===== config.mk =====
export PLATFORM = sky130hd
export DESIGN_NAME = mem_arbiter
export DESIGN_NICKNAME = d
export VERILOG_FILES = /design/src/rtl/mem_arb_pkg.sv /design/src/rtl/mem_arbiter_select.sv /design/src/rtl/mem_arbiter.sv
export SDC_FILE = /design/constraint.sdc
export NUM_CORES = 1
export LEC_CHECK = 0
export CAP_MARGIN = 20
export CELL_PAD_IN_SITES_DETAIL_PLACEMENT = 2
export CELL_PAD_IN_SITES_GLOBAL_PLACEMENT = 2
export CORE_MARGIN = 5
export CORE_UTILIZATION = 23
export CTS_BUF_LIST = sky130_fd_sc_hd__clkbuf_16
export CTS_CLUSTER_SIZE = 25
export DETAILED_ROUTE_END_ITERATION = 8
export PLACE_DENSITY = 0.84
export REMOVE_ABC_BUFFERS = 1
export SLEW_MARGIN = 20
export SYNTH_ARGS = -nofsm -noshare
export SYNTH_HDL_FRONTEND = slang
export SYNTH_SLANG_ARGS = --single-unit

===== constraint.sdc =====
create_clock -name clk_i -period 4.8 [get_ports clk_i]
set_input_delay 0.72 -clock clk_i [delete_from_list [all_inputs] [get_ports clk_i]]
set_output_delay 0.72 -clock clk_i [all_outputs]
set_load 0.01 [all_outputs]

===== src/rtl/mem_arb_pkg.sv =====
// mem_arb_pkg: shared types and helpers for the unified-memory arbiter.
//   state_t    - arbiter FSM states
//   PORT_I/D   - owner encoding for the latched winner
//   mem_lat_ok - legality check for the memory read latency parameter
package mem_arb_pkg;

  typedef enum logic [1:0] {
    IDLE   = 2'd0,
    ACCESS = 2'd1,
    WAIT   = 2'd2,
    DONE   = 2'd3
  } state_t;

  localparam logic PORT_I = 1'b0;
  localparam logic PORT_D = 1'b1;

  function automatic bit mem_lat_ok(input int unsigned lat);
    return lat >= 1;
  endfunction

endpackage


===== src/rtl/mem_arbiter_select.sv =====
// arb_select: priority decision and fetch-starvation streak counter.
// Ports:
//   clk_i, reset_i - clock, synchronous active-high reset
//   i_req_i        - fetch request pending
//   d_req_i        - data request pending
//   grant_i        - strobe: a grant is being taken this cycle
//   grant_d_o      - 1 = data wins, 0 = fetch wins (valid when a request exists)
//   streak_o       - consecutive data grants taken while a fetch waited
module arb_select #(
  parameter  int unsigned MAX_DATA_STREAK = 4,
  localparam int unsigned SW              = $clog2(MAX_DATA_STREAK + 1)
) (
  input  logic          clk_i,
  input  logic          reset_i,
  input  logic          i_req_i,
  input  logic          d_req_i,
  input  logic          grant_i,
  output logic          grant_d_o,
  output logic [SW-1:0] streak_o
);

  localparam logic [SW-1:0] MAX_S = SW'(MAX_DATA_STREAK);

  logic [SW-1:0] streak_q, streak_d;

  // Data wins unless a fetch has already waited out the full streak.
  assign grant_d_o = d_req_i && !(i_req_i && (streak_q == MAX_S));
  assign streak_o  = streak_q;

  always_comb begin
    streak_d = streak_q;
    if (grant_i) begin
      if (grant_d_o && i_req_i) begin
        streak_d = (streak_q == MAX_S) ? MAX_S : streak_q + SW'(1);
      end else begin
        streak_d = '0;
      end
    end
  end

  always_ff @(posedge clk_i) begin
    if (reset_i) begin
      streak_q <= '0;
    end else begin
      streak_q <= streak_d;
    end
  end

endmodule


===== src/rtl/mem_arbiter.sv =====
// mem_arbiter: serialises instruction-fetch and load/store accesses onto a
// single-port memory with fixed read latency. One access in flight at a time.
// Ports:
//   clk_i, reset_i         - clock, synchronous active-high reset
//   i_req/i_addr           - fetch request; i_done pulse with i_rdata
//   d_req/d_we/d_be/d_addr/d_wdata - data request; d_done pulse with d_rdata
//   mem_en/we/be/addr/wdata - memory strobe and latched access fields
//   mem_rdata              - memory read data, valid MEM_LAT cycles after mem_en
//   busy_o                 - high whenever the FSM is not idle
// All outputs are registered.
module mem_arbiter
  import mem_arb_pkg::*;
#(
  parameter int unsigned ADDR_W          = 32,
  parameter int unsigned DATA_W          = 32,
  parameter int unsigned MEM_LAT         = 2,
  parameter int unsigned MAX_DATA_STREAK = 4
) (
  input  logic                clk_i,
  input  logic                reset_i,
  input  logic                i_req,
  input  logic [ADDR_W-1:0]   i_addr,
  output logic                i_done,
  output logic [DATA_W-1:0]   i_rdata,
  input  logic                d_req,
  input  logic                d_we,
  input  logic [DATA_W/8-1:0] d_be,
  input  logic [ADDR_W-1:0]   d_addr,
  input  logic [DATA_W-1:0]   d_wdata,
  output logic                d_done,
  output logic [DATA_W-1:0]   d_rdata,
  output logic                mem_en,
  output logic                mem_we,
  output logic [DATA_W/8-1:0] mem_be,
  output logic [ADDR_W-1:0]   mem_addr,
  output logic [DATA_W-1:0]   mem_wdata,
  input  logic [DATA_W-1:0]   mem_rdata,
  output logic                busy_o
);

  localparam int unsigned BE_W = DATA_W / 8;
  localparam int unsigned CW   = $clog2(MEM_LAT + 1);
  localparam int unsigned SW   = $clog2(MAX_DATA_STREAK + 1);

  if (!mem_lat_ok(MEM_LAT)) begin : g_lat_chk
    $error("mem_arbiter: MEM_LAT must be at least 1");
  end

  state_t            state_q, state_d;
  logic [CW-1:0]     cnt_q, cnt_d;
  logic              owner_q;
  logic              mem_en_q, mem_we_q, busy_q, i_done_q, d_done_q;
  logic [BE_W-1:0]   mem_be_q;
  logic [ADDR_W-1:0] mem_addr_q;
  logic [DATA_W-1:0] mem_wdata_q, i_rdata_q, d_rdata_q;

  logic          grant, grant_d, capture;
  logic [SW-1:0] streak;

  assign grant   = (state_q == IDLE) && (i_req || d_req);
  assign capture = (state_q == WAIT) && (cnt_q == CW'(1));

  arb_select #(
    .MAX_DATA_STREAK(MAX_DATA_STREAK)
  ) u_sel (
    .clk_i    (clk_i),
    .reset_i  (reset_i),
    .i_req_i  (i_req),
    .d_req_i  (d_req),
    .grant_i  (grant),
    .grant_d_o(grant_d),
    .streak_o (streak)
  );

  a_streak_sat: assert property (@(posedge clk_i) disable iff (reset_i)
    streak <= SW'(MAX_DATA_STREAK));

  always_comb begin
    state_d = state_q;
    cnt_d   = cnt_q;
    case (state_q)
      IDLE:   if (i_req || d_req) state_d = ACCESS;
      ACCESS: begin
        state_d = WAIT;
        cnt_d   = CW'(MEM_LAT);
      end
      WAIT: begin
        cnt_d = cnt_q - CW'(1);
        if (cnt_q == CW'(1)) state_d = DONE;
      end
      DONE:   state_d = IDLE;
      default: state_d = IDLE;
    endcase
  end

  // Strobe/done/busy flops are loaded from the next state so they line up
  // with the state they describe while still coming straight from flops.
  always_ff @(posedge clk_i) begin
    if (reset_i) begin
      state_q     <= IDLE;
      cnt_q       <= '0;
      owner_q     <= PORT_I;
      mem_en_q    <= 1'b0;
      mem_we_q    <= 1'b0;
      mem_be_q    <= '0;
      mem_addr_q  <= '0;
      mem_wdata_q <= '0;
      i_rdata_q   <= '0;
      d_rdata_q   <= '0;
      i_done_q    <= 1'b0;
      d_done_q    <= 1'b0;
      busy_q      <= 1'b0;
    end else begin
      state_q  <= state_d;
      cnt_q    <= cnt_d;
      mem_en_q <= (state_d == ACCESS);
      busy_q   <= (state_d != IDLE);
      i_done_q <= (state_d == DONE) && (owner_q == PORT_I);
      d_done_q <= (state_d == DONE) && (owner_q == PORT_D);
      if (grant) begin
        if (grant_d) begin
          owner_q     <= PORT_D;
          mem_we_q    <= d_we;
          mem_be_q    <= d_be;
          mem_addr_q  <= d_addr;
          mem_wdata_q <= d_wdata;
        end else begin
          owner_q     <= PORT_I;
          mem_we_q    <= 1'b0;
          mem_be_q    <= '1;
          mem_addr_q  <= i_addr;
          mem_wdata_q <= '0;
        end
      end
      if (capture) begin
        if (owner_q == PORT_I) begin
          i_rdata_q <= mem_rdata;
        end else if (!mem_we_q) begin
          d_rdata_q <= mem_rdata;
        end
      end
    end
  end

  assign i_done    = i_done_q;
  assign i_rdata   = i_rdata_q;
  assign d_done    = d_done_q;
  assign d_rdata   = d_rdata_q;
  assign mem_en    = mem_en_q;
  assign mem_we    = mem_we_q;
  assign mem_be    = mem_be_q;
  assign mem_addr  = mem_addr_q;
  assign mem_wdata = mem_wdata_q;
  assign busy_o    = busy_q;

endmodule


==> run summary <==
Placer Congestion - 0.753
DP HPWL - 15900 um
post-CTS setup buffer count - 0
Worst-Margin Slew - 0.949 ns
hold worst-path end - d_rdata[8]
r2r worst-path depth - 6
most common cell in the netlist - dfxtp_1
Pleak - 3.14 nW
Yosys Warn Count - 0
crit path time final - 2.56 ns
Worst Hold Class - flip-flop to flip-flop
die area - 26600 um^2
DIE HEIGHT - 163 um
WL met2 - 10700 um
RSZ-0062 raised after global routing - no
Cell Area, Synth - 5390 um^2
most area-hungry cell type in the Yosys netlist - dfxtp_1
drt pass-1 iters - 4
detailed router's first-iteration violation count - 143
critical path type - primary input to flip-flop
highest clock rate - 0.390 GHz
clk sink count - 145
hold_sp - d_rdata[8]
post-cts hold buffer count - 0
die width - 163 um
Synth async-reset ratio - 0
crit end category - flip-flop
endpoints failing setup - 0
clk buf depth - 2
sequential area share after synthesis - 0.538
crit path launch - i_req
layout cells sized above 1 - 0.0489
Avg Inst Size Synth - 8.71 um^2
R2R setup slack - 2.60 ns
CTS tree - yes
status - completed
Hold WS - 0.454 ns
Final ANT Viol Nets - 0
Synth Flop Type - dfxtp_1
worst vdd ir - 155 uV
Slew HR - 0.366
first-pass GRT wire length - 34300 um
largest cells by area after synthesis - dfxtp_1 (54%), nand2_1 (9.5%), a21oi_1 (6.3%)
critical path launch point type - primary input
Post-Route WL - 22100 um
Post-CTS Resized - 0
clk_lat worst skew - 0.42 ns
CTS H-tree lvls - 4
clock slew at reported path FFs - 0.06 ns
WL met1 - 9420 um
vias in the first global route - 5971
reg2reg end - mem_addr[2]
Tot Pwr - 0.00411 W
largest net degree at the start of global routing - 62
CTS Root Cell - clkbuf_16
Detail Route met3 WL - 1870 um
Num CTS Buffers - 17
initial core utilization - 0.232
DR DRC count - 0
WL per Instance - 18.5 um
Fill cells - 2580
num rows - 56
gr usage total - 0.164
Via Count - 5541
nets - 1010
Post-synth EDFFs - 0
Hold Crit Depth - 2
total negative setup slack - 0 ns
Worst EP arrival - 2.88 ns
Seq cells post-synth - 145
ant diodes - 0
initial antenna violation count - 0
DR top layer - met4
port buffer count - 273
skew final - 0.0159 ns
GRT overflow - 0
cell count after synthesis - 619
Synth top area share - 0.538
P&R area growth vs syn - 65.9%
Reg-to-Reg Start - u_sel.streak_o[0]
core box area - 23300 um^2
final hold vios - 0
count of cell types in the netlist - 33
Vias/cell - 4.63
Tcrit/Tclk final - 0.534
max cap viols - 0
Critical Path RT - 5.12 ns
Crit Path Max Fanout - 22
fin. max-slew vios - 0
# IOs - 274
pwr dens - 459 nW/um^2
Post-synth top cells - dfxtp_1 (145), nand2_1 (136), a21oi_1 (68)
[cell type report]
type | instances | area, um^2 | share of cell area
Clock inverter | 14 | 188 | 0.0210
Multi-Input combinational cell | 412 | 2190 | 0.244
Clock buffer | 17 | 425 | 0.0475
Inverter | 8 | 30.0 | 0.00335
Tap cell | 319 | 399 | 0.0446
Sequential cell | 145 | 2900 | 0.324
Timing Repair Buffer | 283 | 2820 | 0.315
[worst max-delay path, stage by stage]
cell and delay, ns:
clkdlybuf4s50_1 0.63, and3_1 0.67, buf_4 0.39, o21ai_0 0.16, a311oi_1 0.31
[registers in the layout, indices dropped and copies added, names as in the netlist, 2 cells and up]
| name | cells |
|---|---|
| d_rdata | 32 |
| i_rdata | 32 |
| mem_addr | 32 |
| mem_wdata | 32 |
| mem_be | 4 |
| u_sel.streak_o | 3 |
| cnt_q | 2 |
| state_q | 2 |
[kinds of logic (layout without fill, tap and decap cells)]
kind of cell,after synthesis,in the layout,synth area share
simple gates,233,233,0.183
compound gates,173,173,0.208
flops,145,145,0.538
buf+inv,62,322,0.0566
fa+ha+maj,6,6,0.0139
[through the flow]
stage	instance area (um^2)	util	worst slack [ns]	std cells
CTS	8950	0.385	2.21	1198
finish	8950	0.385	2.24	1198
global route	8950	0.385	2.08	1198
global placement	8340	0.358	1.94	1167
floorplan	5120	-	1.98	565
detailed placement	8340	0.358	1.77	1167
[how the worst max path moves through the flow]
stage	depth (start not counted)	end
CTS	5	mem_addr[2]
global placement	5	mem_addr[1]
global route	5	mem_addr[2]
finish	5	mem_addr[2]
detailed placement	5	mem_addr[2]
floorplan	3	mem_wdata[0]
[report_power, final]
group,leakage (nW),internal [W],switching [W]
sequential,1.18,0.00141,0.000111
combinational,1.66,0.000596,0.000582
clock,0.300,0.000868,0.000546
[layer usage]
layer / vias up / GRT usage
li1: 2647 / -
met1: 2696 / 0.197
met2: 189 / 0.280
met3: 9 / 0.0671
met4: 0 / 0.0297
met5: - / 0
[cells in the final DEF (no fill, tap or decap), drive strengths merged, types with 2 or more instances in the layout]
cell and count:
nor3 10, and3b 2, nor2 42, dfxtp 145
clkdlybuf4s50 272, ha 6, inv 12, clkbuf 17
nand3 33, a22o 33, buf 11, bufinv 4
nand3b 2, a21oi 68, clkinv 5, nand2 136
nand4 2, o21ai 35, a311oi 32
No activity file was read; power rests on OpenSTA's default activity.
